### src/rtl/sysid_pkg.sv
// sysid_pkg: shared SysID signature constants, probe FSM encoding and register-file size.
package sysid_pkg;
    localparam logic [15:0] SYSID_VENDOR  = 16'hEA68;
    localparam logic [15:0] SYSID_VERSION = 16'h0001;
    localparam logic [31:0] SYSID_WORD0   = {SYSID_VENDOR, SYSID_VERSION};
    localparam logic [31:0] SYSID_WORD1   = 32'h0000_0000;
    localparam logic [31:0] SYSID_WORD2   = 32'hA5A5_A5A5;
    localparam logic [31:0] SYSID_WORD3   = 32'h5A5A_5A5A;
    localparam int NUM_WORDS = 4;
    localparam int ADDR_W    = $clog2(NUM_WORDS);

    typedef enum logic [1:0] {ST_IDLE, ST_READ, ST_CHECK, ST_DONE} probe_state_t;

    function automatic logic [31:0] sysid_word(input int unsigned idx);
        return idx == 0 ? SYSID_WORD0 : idx == 1 ? SYSID_WORD1 : idx == 2 ? SYSID_WORD2 : SYSID_WORD3;
    endfunction
endpackage

### src/rtl/sysid_probe_master_if.sv
// sysid_probe_master_if: Avalon-MM read-only link between the probe master and the SysID slave.
interface sysid_probe_master_if;
    import sysid_pkg::*;
    logic [ADDR_W-1:0] address;
    logic              read;
    logic [31:0]       readdata;
    logic              waitrequest;

    modport master (output address, read, input readdata, waitrequest);
    modport slave  (input address, read, output readdata, waitrequest);
endinterface

### src/rtl/sysid_probe_timer.sv
// sysid_probe_timer: counts consecutive stalled cycles; expire fires on the LIMIT-th one.
module sysid_probe_timer #(
    parameter int unsigned LIMIT = 64
) (
    input  logic clk,
    input  logic rst_n,
    input  logic clr,
    input  logic en,
    output logic expire
);
    localparam int CW = $clog2(LIMIT);

    logic [CW-1:0] count;

    assign expire = en && (count == CW'(LIMIT - 1));

    always_ff @(posedge clk or negedge rst_n) begin
        if (!rst_n)
            count <= '0;
        else if (clr || expire)
            count <= '0;
        else if (en)
            count <= count + 1'b1;
    end
endmodule

### src/rtl/sysid_probe_master.sv
// sysid_probe_master: Avalon-MM master that reads the four SysID words, checks the signature and
// reports vendor/version/status. Define SYSID_PROBE_RETRY_EN to retry failed probes up to RETRY_MAX times.
module sysid_probe_master
    import sysid_pkg::*;
#(
    parameter logic [31:0] EXP_WORD0      = SYSID_WORD0,
    parameter logic [31:0] EXP_WORD1      = SYSID_WORD1,
    parameter logic [31:0] EXP_WORD2      = SYSID_WORD2,
    parameter logic [31:0] EXP_WORD3      = SYSID_WORD3,
    parameter int unsigned TIMEOUT_CYCLES = 64,
    parameter int unsigned RETRY_MAX      = 3
) (
    input  logic                 csi_MCLK_clk,
    input  logic                 rsi_MRST_reset,
    sysid_probe_master_if.master avm_Probe,
    input  logic                 coe_Probe_start,
    output logic                 coe_Probe_busy,
    output logic                 coe_Probe_done,
    output logic                 coe_Probe_ok,
    output logic                 coe_Probe_timeout,
    output logic [15:0]          coe_Probe_vendor,
    output logic [15:0]          coe_Probe_version
);
    probe_state_t      state, state_nxt;
    logic [ADDR_W-1:0] addr;
    logic [31:0]       words [NUM_WORDS];
    logic              ok_q, timeout_q;
    logic              stall, accept, last, expire, match, can_retry, restart;

    assign stall   = (state == ST_READ) && avm_Probe.waitrequest;
    assign accept  = (state == ST_READ) && !avm_Probe.waitrequest;
    assign last    = addr == ADDR_W'(NUM_WORDS - 1);
    assign restart = (state == ST_DONE) && coe_Probe_start;
    assign match   = (words[0] == EXP_WORD0) && (words[1] == EXP_WORD1) &&
                     (words[2] == EXP_WORD2) && (words[3] == EXP_WORD3);

    sysid_probe_timer #(.LIMIT(TIMEOUT_CYCLES)) u_timer (
        .clk    (csi_MCLK_clk),
        .rst_n  (rsi_MRST_reset),
        .clr    (!stall),
        .en     (stall),
        .expire (expire)
    );

`ifdef SYSID_PROBE_RETRY_EN
    localparam int RW = RETRY_MAX > 0 ? $clog2(RETRY_MAX + 1) : 1;

    logic [RW-1:0] retries;

    assign can_retry = retries < RW'(RETRY_MAX);

    always_ff @(posedge csi_MCLK_clk or negedge rsi_MRST_reset) begin
        if (!rsi_MRST_reset)
            retries <= '0;
        else if (restart)
            retries <= '0;
        else if (can_retry && (expire || ((state == ST_CHECK) && !match)))
            retries <= retries + 1'b1;
    end
`else
    // Single attempt; RETRY_MAX only matters when retries are compiled in.
    assign can_retry = 1'b0 && (RETRY_MAX != 0);
`endif

    always_ff @(posedge csi_MCLK_clk or negedge rsi_MRST_reset) begin
        if (!rsi_MRST_reset)
            state <= ST_IDLE;
        else
            state <= state_nxt;
    end

    always_comb begin
        state_nxt = state;
        case (state)
            ST_IDLE:  state_nxt = ST_READ;
            ST_READ:  state_nxt = expire ? (can_retry ? ST_READ : ST_DONE) : (accept && last) ? ST_CHECK : ST_READ;
            ST_CHECK: state_nxt = (match || !can_retry) ? ST_DONE : ST_READ;
            ST_DONE:  state_nxt = coe_Probe_start ? ST_READ : ST_DONE;
            default:  state_nxt = ST_IDLE;
        endcase
    end

    always_comb begin
        avm_Probe.read = state == ST_READ;
        coe_Probe_busy = (state == ST_READ) || (state == ST_CHECK);
        coe_Probe_done = state == ST_DONE;
    end

    // Words not reached by an aborted probe keep whatever the previous probe captured.
    always_ff @(posedge csi_MCLK_clk or negedge rsi_MRST_reset) begin
        if (!rsi_MRST_reset) begin
            addr      <= '0;
            words     <= '{default: '0};
            ok_q      <= 1'b0;
            timeout_q <= 1'b0;
        end else begin
            if (accept) begin
                words[addr] <= avm_Probe.readdata;
                if (!last)
                    addr <= addr + 1'b1;
            end
            if (expire) begin
                addr      <= '0;
                ok_q      <= 1'b0;
                timeout_q <= !can_retry;
            end
            if (state == ST_CHECK) begin
                addr <= '0;
                ok_q <= match;
            end
            if (restart) begin
                addr      <= '0;
                ok_q      <= 1'b0;
                timeout_q <= 1'b0;
            end
        end
    end

    assign avm_Probe.address = addr;
    assign coe_Probe_ok      = ok_q;
    assign coe_Probe_timeout = timeout_q;
    assign coe_Probe_vendor  = words[0][31:16];
    assign coe_Probe_version = words[0][15:0];
endmodule

### src/flat_wrapper.sv
// flat-port wrapper written by rule: the top's interface ports become plain ports
module sysid_probe_master_flat import sysid_pkg::*;
#(
    parameter logic [31:0] EXP_WORD0      = SYSID_WORD0,
    parameter logic [31:0] EXP_WORD1      = SYSID_WORD1,
    parameter logic [31:0] EXP_WORD2      = SYSID_WORD2,
    parameter logic [31:0] EXP_WORD3      = SYSID_WORD3,
    parameter int unsigned TIMEOUT_CYCLES = 64,
    parameter int unsigned RETRY_MAX      = 3
)
  (csi_MCLK_clk, rsi_MRST_reset, coe_Probe_start, coe_Probe_busy, coe_Probe_done, coe_Probe_ok, coe_Probe_timeout, coe_Probe_vendor, coe_Probe_version, avm_Probe_address, avm_Probe_read, avm_Probe_readdata, avm_Probe_waitrequest);
  sysid_probe_master_if avm_Probe_i ();
  input  logic csi_MCLK_clk;
  input  logic rsi_MRST_reset;
  input  logic coe_Probe_start;
  output logic coe_Probe_busy;
  output logic coe_Probe_done;
  output logic coe_Probe_ok;
  output logic coe_Probe_timeout;
  output logic [15:0] coe_Probe_vendor;
  output logic [15:0] coe_Probe_version;
  output wire logic [$bits(avm_Probe_i.address)-1:0] avm_Probe_address;
  output wire logic [$bits(avm_Probe_i.read)-1:0] avm_Probe_read;
  input wire logic [$bits(avm_Probe_i.readdata)-1:0] avm_Probe_readdata;
  input wire logic [$bits(avm_Probe_i.waitrequest)-1:0] avm_Probe_waitrequest;
  assign avm_Probe_address = avm_Probe_i.address;
  assign avm_Probe_read = avm_Probe_i.read;
  assign avm_Probe_i.readdata = avm_Probe_readdata;
  assign avm_Probe_i.waitrequest = avm_Probe_waitrequest;
  sysid_probe_master #(.EXP_WORD0(EXP_WORD0), .EXP_WORD1(EXP_WORD1), .EXP_WORD2(EXP_WORD2), .EXP_WORD3(EXP_WORD3), .TIMEOUT_CYCLES(TIMEOUT_CYCLES), .RETRY_MAX(RETRY_MAX)) u_core (.csi_MCLK_clk(csi_MCLK_clk), .rsi_MRST_reset(rsi_MRST_reset), .avm_Probe(avm_Probe_i), .coe_Probe_start(coe_Probe_start), .coe_Probe_busy(coe_Probe_busy), .coe_Probe_done(coe_Probe_done), .coe_Probe_ok(coe_Probe_ok), .coe_Probe_timeout(coe_Probe_timeout), .coe_Probe_vendor(coe_Probe_vendor), .coe_Probe_version(coe_Probe_version));
endmodule
### config.mk
export PLATFORM = sky130hd
export DESIGN_NAME = sysid_probe_master_flat
export DESIGN_NICKNAME = d
export VERILOG_FILES = /design/src/rtl/sysid_pkg.sv /design/src/rtl/sysid_probe_master_if.sv /design/src/rtl/sysid_probe_timer.sv /design/src/rtl/sysid_probe_master.sv /design/src/flat_wrapper.sv
export SDC_FILE = /design/constraint.sdc
export NUM_CORES = 1
export LEC_CHECK = 0
export ABC_CLOCK_PERIOD_IN_PS = 2100
export CAP_MARGIN = 20
export CORE_MARGIN = 1
export CORE_UTILIZATION = 35
export CTS_CLUSTER_SIZE = 25
export DETAILED_ROUTE_END_ITERATION = 6
export PLACE_DENSITY = 0.52
export SYNTH_ARGS = -nofsm -noshare
export SYNTH_HDL_FRONTEND = slang
export SYNTH_SLANG_ARGS = --single-unit
### constraint.sdc
create_clock -name csi_MCLK_clk -period 2.1 [get_ports csi_MCLK_clk]
set_clock_uncertainty 0.05 [all_clocks]
set_input_delay 0.42 -clock csi_MCLK_clk [delete_from_list [all_inputs] [get_ports csi_MCLK_clk]]
set_output_delay 0.42 -clock csi_MCLK_clk [all_outputs]
set_load 0.01 [all_outputs]
# After elaboration in Yosys (flattened, before gate mapping)
# Cells that the tools add are included.
dict set report classes {
  n_addsub 2
  mul 0
  div 0
  n_lt_le_gt_ge 2
  eq_ne 9
  shifts 0
  n_mux 19
  n_bitwise 1
  reduce_logical 20
}
# operator count
set ops {}
lappend ops {{$bwmux W128} 1}
lappend ops {{$demux W32 S2} 1}
lappend ops {{$eq A32 B32 Y1 const B} 2}
lappend ops {{$eq A32 B31 Y1 const B} 1}
lappend ops {{$logic_not A32 Y1} 1}
lappend ops {{$mux W32} 1}
lappend ops {{$mux W2} 8}
lappend ops {{$mux W6} 2}
lappend ops {{$logic_and A1 B1 Y1} 9}
lappend ops {{$pmux W2 S4} 1}
lappend ops {{$add A6 B1 Y6 const B} 1}
lappend ops {{$eq A2 B2 Y1 const B} 3}
lappend ops {{$eq A6 B6 Y1 const B} 1}
lappend ops {{$mux W1} 5}
lappend ops {{$ne A4 B4 Y1 const B} 1}
lappend ops {{$reduce_bool A2 Y1} 2}
lappend ops {{$reduce_bool A4 Y1} 1}
lappend ops {{$ge A3 B3 Y1 const B} 1}
lappend ops {{$lt A3 B1 Y1 const B} 1}
lappend ops {{$not A2 Y3} 1}
lappend ops {{$reduce_bool A3 Y1} 1}
lappend ops {{$add A2 B1 Y2 const B} 1}
lappend ops {{$eq A2 B1 Y1 const B} 1}
lappend ops {{$logic_not A1 Y1} 2}
lappend ops {{3 further kinds} 4}
dict set report word_totals {
  ff_bits 140
  latch_bits 0
  ramBits 0
  mem_bits_ro 0
  in_bits 36
  out_inout_bits 39
  memories 0
}

# Depth between registers and ports, before layout
# Gate-level depths: netlist of the first run.
dict set report depth {
  word_depth 6
  ltp_mapped 7
}

# Hierarchy
# From an unflattened synthesis of the first run, not the netlist that was laid out.
dict set report hier_totals {
  hier_cells 417
  hier_area_um2 5985.7
}
# mod instances cells_each area_each_um2 seq_area_each_um2
set by_module_without_submodules {}
lappend by_module_without_submodules {sysid_probe_master 1 390 5698.0 3353.2}
lappend by_module_without_submodules {sysid_probe_timer 1 27 287.8 150.1}

# Worst setup path after synthesis of the first run
# OpenSTA, ideal clock, no wires.
dict set report synth_path {
  kind {reg2reg}
  startpoint {register u_core.state[1]}
  endpoint {register u_core.state[0]}
  setup_time_ns 0.129
  t_arrival_ns 1.623
  required_time_ns 1.921
  path_slack_ns 0.299
  stages_incl_launch_ff 7
  path_buffers 1
  period_less_slack_ns 1.801
  cell_sequence {dfrtp_1 -> inv_1 -> ha_1 -> and2b_1 -> nand2_1 -> buf_2 -> a2111o_1}
}
dict set report synth_between {
  elab_chain_len 6
  word_cells_on_any_way 11
  cone_classes {eq/ne: 3; mux: 3; reduce/logical: 5}
}
# item line_no
set synth_rtl {}
lappend synth_rtl {{from (decl)} sysid_probe_master.sv:24} ;# probe_state_t state, state_nxt;
lappend synth_rtl {{from (signal assigned)} sysid_probe_master.sv:69} ;# state <= state_nxt;
lappend synth_rtl {{$eq A2 B1 Y1 *} --}
lappend synth_rtl {{via avm_Probe_read} flat_wrapper.sv:23} ;# output wire logic [$bits(avm_Probe_i.read)-1:0] avm_Probe_read;
lappend synth_rtl {{$logic_and A1 B1 Y1} sysid_probe_master.sv:31} ;# assign accept = (state == ST_READ) && !avm_Probe.waitrequest;
lappend synth_rtl {{$logic_and A1 B1 Y1} sysid_probe_master.sv:76} ;# ST_READ: state_nxt = expire ? (can_retry ? ST_READ : ST_DONE) : (accept && last) ? ST_CHECK : ST_READ;
lappend synth_rtl {{$mux W2 (2 in a row)} sysid_probe_master.sv:76}
lappend synth_rtl {{$pmux W2 S4 *} sysid_probe_master.sv:74} ;# case (state)
lappend synth_rtl {{via u_core.state_nxt[0]} sysid_probe_master.sv:24}
# Mark *: on every way through the listed nets, which the timed path passes. The rest lies on a longest branch.
# A chain may end at the register's enable or synchronous reset.

# Worst setup path in the final report of the first run
dict set report layout_path {
  startpoint {register u_core.state[0]}
  endpoint {output port coe_Probe_done}
}
dict set report layout_between {
  elab_chain_len 1
}
# item line_no
set layout_rtl {}
lappend layout_rtl {{$eq A2 B2 Y1} sysid_probe_master.sv:86} ;# coe_Probe_done = state == ST_DONE;
lappend layout_rtl {{to (decl)} flat_wrapper.sv:17} ;# output logic coe_Probe_done;
# Every way passes these cells.

==> metrics.md, run 1 <==
| Metric | Value |
|---|---|
| Placed Instances | approximately 670 |
| Crit path DAT | around 1500 ps |
| Final Hold Viols | 0 |
| Cells after Synth | a little over 400 |
| Post-DR wirelength/cell | roughly 18 µm |
| Period utilisation layout | about 95% |
| H-tree depth | 4 |
| Avg Inst Size Synth | 14.45 µm² |
| Post-synthesis sequential area ratio | roughly three fifths |
| Die ar. | 17,450 µm² |
| Status | finished clean |
| Max_slew headroom | 68.46% |
| Setup CP Type | register to output pin |
| Largest buffer count on any clock path | 2 |
| Gp weighted congestion | 0.7254 |
| CTS Sinks | between 100 and 150 |
| Power Total | ~12,000 µW |
| Worst-Skew Late Latency | around 410 ps |
| IO Count | 75 |
| Ys flop type | dfrtp_1 |
| Largest family of logic cells by synthesized area | multiplexers |
| Crit-path max cell delay | about 530 ps |
| Total GRT Usage | between 10% and 20% |
| Inserted Diodes | 0 |
| Post-Syn Nets | ~460 |
| Worst path cell trace | ha_4 -> clkdlybuf4s50_1 |
| Mux contribution to synthesized area | 24.32% |
| Worst r2r path cells | 6 |
| Die Span X | ~130 µm |
| Critical path launch point type | register |
| Leak | 0.003161 µW |
| Achievable clock frequency | ~500 MHz |
| Height of the die | ~130 µm |
| Clk slew on worst S/H paths | 50 ps |
| Grt ovf | 0 |
| Pins over their slew limit | 0 |
| Largest net degree at the start of global routing | 50 |
| Fin crit period | about 2000 ps |
| Fraction of layout instances using a drive strength above 1 | 35.73% |
| Min-Delay Path Class | register to register |
| FP Rows | 47 |
| Num CTS Buffers | 17 |
| Vias in the first global route | between 3k and 4k |
| Mapped Area | 5926 µm² |
| Post-DP HPWL | about 9000 µm |
| Post-synthesis adder-cell area fraction | 1.900% |
| Non-filler instance count after layout | just over 700 |
| Worst Path Max Fanout | 4 |
| Critical-path top delay cell | clkdlybuf4s50_1 |
| Xor and xnor area share after synthesis | less than 1% |
| Peak supply drop | about 0.00062 V |
| Area Overhead vs Synth | 26.16% |
| CTS root buf | clkbuf_16 |
| Setup crit end kind | output pin |
| Post-DR vias/cell | approximately 5 |
| Port Buffers | 74 |
| Initial DRC count | ~130 |
| Initial Utilization | between 30 and 40% |
| DRC Markers | 0 |
| Post-route ant nets | 0 |
| Number of fill cells | around 1.5k |
| Buffers inserted by post-CTS timing repair | 0 |
| CTS tree | done |
| Slew @ Worst Pin | ~470 ps |
| Drt total wl | between 10,000 and 15,000 µm |
| Yosys warnings | 0 |
| Vias | between 3k and 4k |
| Final setup vio count | 0 |
| Initial antenna violation count | 0 |
| Worst Hold Path Cells | 1 |
| Pwr/cell area | between 1500 and 2000 nW/µm² |
| Fraction of registers with async set/reset | 100.0% |
| Number of synthesized register bits | between 100 and 150 |
| CP Data Required Time | 1630 ps |
| RSZ-0062 raised after global routing | no |
| Synth cell types | 30 |
| Fin nets | 519 |
| First-pass detailed-route iteration total | 4 |
| Core footprint | roughly 17,000 µm² |
| Final setup TNS | 0 ps |
| Number of synthesized flops with an enable pin | 0 |
| First-pass GRT wire length | around 20,000 µm |
| Post-synthesis compound-gate area fraction | less than 1% |
| Synth Area in Simple Gates | about 8% |
| MaxCap Viol Count | 0 |
[path summary, 6_finish.rpt]
kind / end / from / slack, ps
min reg2reg: u_core.u_timer.count[0] / u_core.u_timer.count[0] / 410
max reg2reg: u_core.words[49] / u_core.state[1] / 250
min: u_core.u_timer.count[0] / u_core.u_timer.count[0] / 410
max: coe_Probe_done / u_core.state[0] / 110
max in group asynchronous: u_core.coe_Probe_vendor[9] / rsi_MRST_reset / 840
min in group asynchronous: u_core.u_timer.count[2] / rsi_MRST_reset / 460
[per-layer routing]
metal	routed length [µm]	global-route usage [%]	share of wire (%)
met1	6173	21.59	49
met2	5967	24.25	47
met3	342	3.230	2.7
met4	220	6.783	1.7
met5	0	0	0
[logic make-up (layout without fill, tap and decap cells)]
kind of cell | count (synthesis) | in the layout
flip-flops | 140 | 140
AO/OA/AOI/OAI | 6 | 6
XOR/XNOR | 5 | 5
adder cells (fa/ha/maj) | 9 | 9
AND/OR/NAND/NOR | 73 | 73
buffers and inverters | 49 | 126
multiplexers | 128 | 128
[worst max-delay path: cells and delay by family (launching register included)]
family / cells / cell delay (ps)
buffers and inverters: 1 / 530
DFF: 1 / 410
adders and majority gates: 1 / 180
[registers in the layout (all words and copies together), names as in the netlist]
signal                    cells
u_core.u_timer.count          6
u_core.coe_Probe_vendor      16
u_core.coe_Probe_timeout      1
u_core.words                 96
u_core.avm_Probe.address      2
u_core.coe_Probe_ok           1
u_core.state                  2
u_core.coe_Probe_version     16
[what timing repair did]
| action | in CTS | in global routing |
|---|---|---|
| resized for setup | 2 | 3 |
| gates cloned | 0 | 0 |
| endpoints found under the setup margin | 2 | 2 |
| hold buffers | 1 | 0 |
| endpoints found under the hold margin | 45 | 0 |
[cells in the mapped netlist, types with 3 or more instances]
cell      number  share of area (%)
buf_2         12                1.0
nor4bb_1       7                1.2
nor4b_1        5               0.74
nand3_1        3               0.25
ha_1           9                1.9
nor4_1        11                1.2
dfrtp_1      140                 59
nor2_1        13               0.82
nand2_1       10               0.63
nand4_1        8               0.84
inv_1          5               0.32
nand4b_1       4               0.59
xnor2_1        3               0.44
buf_4         32                4.1
mux2_2       128                 24
[placed cells by master (no fill, tap or decap), types with 2 or more instances in the layout]
cell type	n
buf_12	5
clkbuf_1	4
nor2_1	13
clkbuf_16	17
nor2b_1	2
nor4b_1	4
inv_1	5
nor4_1	11
dfrtp_1	140
clkbuf_8	5
buf_4	9
mux2_2	128
xnor2_1	3
nor3_1	2
nand2_1	10
nor4b_2	2
nand3_1	3
nand4b_1	4
clkdlybuf4s50_1	71
nor4bb_1	7
dlygate4sd2_1	2
bufinv_16	4
or4_1	2
nand4_1	8
ha_1	8
clkinv_2	2
or4b_1	2
xor2_1	2
[power by group]
| group | internal, µW | switching [µW] | total, µW |
|---|---|---|---|
| sequential | 4020 | 774 | 4800 |
| clock | 2140 | 1080 | 3220 |
| combinational | 2230 | 1260 | 3500 |
[stage by stage]
step | worst slack [ps] | hold WS [ps] | util (%) | cell area, µm²
CTS | 13.79 | 411.3 | 44.97 | 7457
global placement | 10.37 | 331.8 | 41.07 | 6810
global route | 46.43 | 435.5 | 45.08 | 7476
detailed placement | 34.98 | 339.7 | 41.07 | 6810
finish | 106.3 | 406.1 | 45.08 | 7476
floorplan | 298.7 | 74.41 | - | 5926
[layout make-up]
| class | count | area [µm²] | area share, % |
|---|---|---|---|
| Sequential cell | 140 | 3503 | 46.86 |
| Multi-Input combinational cell | 221 | 2122 | 28.39 |
| Timing Repair Buffer | 89 | 917.1 | 12.27 |
| Clock buffer | 26 | 509.2 | 6.812 |
| Tap cell | 220 | 275.3 | 3.682 |
| Clock inverter | 6 | 130.1 | 1.741 |
| Inverter | 5 | 18.77 | 0.2510 |
Note: power is estimated with default switching activity, not from simulation.
==> run 2, diff against run 1 <==
- PLACE_DENSITY: 0.52 -> unset
- PLACE_DENSITY_LB_ADDON: unset -> 0.08
==> run 2 against run 1 <==
Global-route usage up 0.82 points. Via count up 0.12%. Routed wire length up 3.3%. Register-to-register slack better by 20 ps. Critical path depth unchanged. Final cell count down 0.42%. Final area down 0.77%. Largest cell class unchanged. Largest power group unchanged. Highest routed layer unchanged.
==> metrics.md, run 2 (synthesis results as in run 1) <==
| Metric | Value |
|---|---|
| Fin crit period | 2026 ps (+32.21 ps) |
| Top reg by flops | u_core.words |
| Vias in the first global route | 3,735 (+4.8%) |
| CTS Sinks | 140 (unchanged) |
| Final worst slack | 74.10 ps (-32.21 ps) |
| IO Count | 75 (unchanged) |
| Initial DRC count | 141 (+13%) |
| Final setup vio count | 0 (unchanged) |
| CP startpoint | u_core.state[0] |
| Crit path DAT | 1560 ps (+40 ps) |
| Post-route ant nets | 0 (unchanged) |
| Post-DR vias/cell | 4.909 (+0.54%) |
| Clk slew on worst S/H paths | 60 ps (about the same) |
| RR Startpoint | u_core.state[1] |
| Vias | 3,456 (+0.12%) |
| CP Data Required Time | 1630 ps (about the same) |
| Peak supply drop | 0.0006624 V (+7.4%) |
| Number of fill cells | 1,528 (+0.39%) |
| Core footprint | 16,580 µm² (unchanged) |
| Reg2reg end | u_core.state[0] |
| Length of routed wiring on met1 | 6454 µm (+4.6%) |
| Non-filler instance count after layout | 704 (-0.42%) |
| First-pass detailed-route iteration total | 4 (unchanged) |
| Min-Delay Path Class | input pin to asynchronous set/reset pin |
| Initial Utilization | 35.73% (unchanged) |
| Num CTS Buffers | 17 (unchanged) |
| Pins over their slew limit | 0 (unchanged) |
| Buffers inserted by post-CTS timing repair | 0 (unchanged) |
| Power Total | 11,360 µW (-1.4%) |
| Leak | 0.003135 µW (-0.82%) |
| Final Util | 44.73% (-0.35 points) |
| Die Span X | 132.1 µm (unchanged) |
| Worst r2r path cells | 6 (unchanged) |
| Die ar. | 17,450 µm² (unchanged) |
| Pre-CTS WS | 21.31 ps (-13.67 ps) |
| Final setup TNS | 0 ps (unchanged) |
| Setup crit end kind | output pin |
| MaxCap Viol Count | 0 (unchanged) |
| Fraction of layout instances using a drive strength above 1 | 35.33% (-0.40 points) |
| Largest buffer count on any clock path | 2 (unchanged) |
| Height of the die | 132.1 µm (unchanged) |
| H-tree depth | 4 (unchanged) |
| RSZ-0062 raised after global routing | no |
| Achievable clock frequency | 493.6 MHz (-1.6%) |
| Gp weighted congestion | 0.6886 (-5.1%) |
| R2R Setup Slk | 270 ps (+20 ps) |
| Most frequent cells in the layout | dfrtp_1, mux2_2, clkdlybuf4s50_1 |
| CTS tree | done |
| Initial antenna violation count | 0 (unchanged) |
| Post-DR wirelength/cell | 18.64 µm (+3.8%) |
| First-pass GRT wire length | 21,490 µm (+5.3%) |
| Port Buffers | 74 (unchanged) |
| Post-DP HPWL | 9100 µm (+1.4%) |
| Placed Instances | 671 (-0.45%) |
| Critical path launch point type | register |
| Largest net degree at the start of global routing | 66 (+32%) |
| Final Hold Viols | 0 (unchanged) |
| Max_slew headroom | 64.37% (-4.1 points) |
| Setup CP Type | register to output pin |
| Slew @ Worst Pin | 529.6 ps (+60.76 ps) |
| Grt ovf | 0 (unchanged) |
| Worst Path Max Fanout | 4 (unchanged) |
| Period utilisation layout | 96.47% (+1.5 points) |
| Drt total wl | 13,130 µm (+3.3%) |
| Fin nets | 516 (-0.58%) |
| Met3 WL | 407 µm (+19%) |
| FP Rows | 47 (unchanged) |
| CTS root buf | clkbuf_16 |
| DRC Markers | 0 (unchanged) |
| Status | finished clean |
| Top routing layer in use | met4 |
| Area Overhead vs Synth | 25.19% |
| Met2 WL | 6079 µm (+1.9%) |
| Total GRT Usage | 16.58% (+0.82 points) |
| Pwr/cell area | 1531 nW/µm² (-0.60%) |
| Max FFs per register | 96 (unchanged) |
| Inserted Diodes | 0 (unchanged) |
| Worst-Skew Late Latency | 410 ps (about the same) |
| Commonest non-fill, non-tap cell in the layout | dfrtp_1 |
run 2: how the worst max path moves through the flow:
| stage | slack [ps] | to |
|---|---|---|
| floorplan | 300 | u_core.state[0] |
| global placement | 20 | u_core.state[0] |
| detailed placement | 20 | u_core.state[0] |
| CTS | 20 | coe_Probe_done |
| global route | 30 | coe_Probe_done |
| finish | 70 | coe_Probe_done |
run 2: layout make-up:
cell class	count	area, µm²	share of cell area (%)
Tap cell	220	275.3	3.711
Sequential cell	140	3503	47.23
Timing Repair Buffer	86	907.1	12.23
Clock inverter	7	110.1	1.484
Inverter	5	18.77	0.2530
Multi-Input combinational cell	221	2108	28.42
Clock buffer	25	495.5	6.679
run 2: what timing repair did:
item | 4_1_cts | 5_1_grt
hold endpoints to repair | 20 | 0
gates cloned | 0 | 0
setup endpoints to repair | 2 | 1
resized for setup | 3 | 1
hold buffers | 1 | 0
run 2: where the power goes:
part | total [µW] | internal [µW] | switching, µW
clock | 3070 | 1990 | 1090
sequential | 4800 | 4020 | 778
combinational | 3480 | 2210 | 1270
run 2: layer usage:
metal	up-vias	global-route usage, %
met5	-	0
met4	0	6.008
met3	15	3.806
met2	71	25.54
met1	1797	22.86
li1	1573	-
run 2: through the flow:
stage | instance area (µm²) | hold WS (ps)
2_1_floorplan | 5926 | 74.41
3_3_place_gp | 6800 | 243.3
3_5_place_dp | 6800 | 241.6
4_1_cts | 7416 | 371.5
5_1_grt | 7418 | 387.6
6_report | 7418 | 374.8
run 2: worst max-delay path, cell delays in order (launching register included):
cell and delay (ps):
dfrtp_1 380, ha_2 220, clkdlybuf4s50_1 550
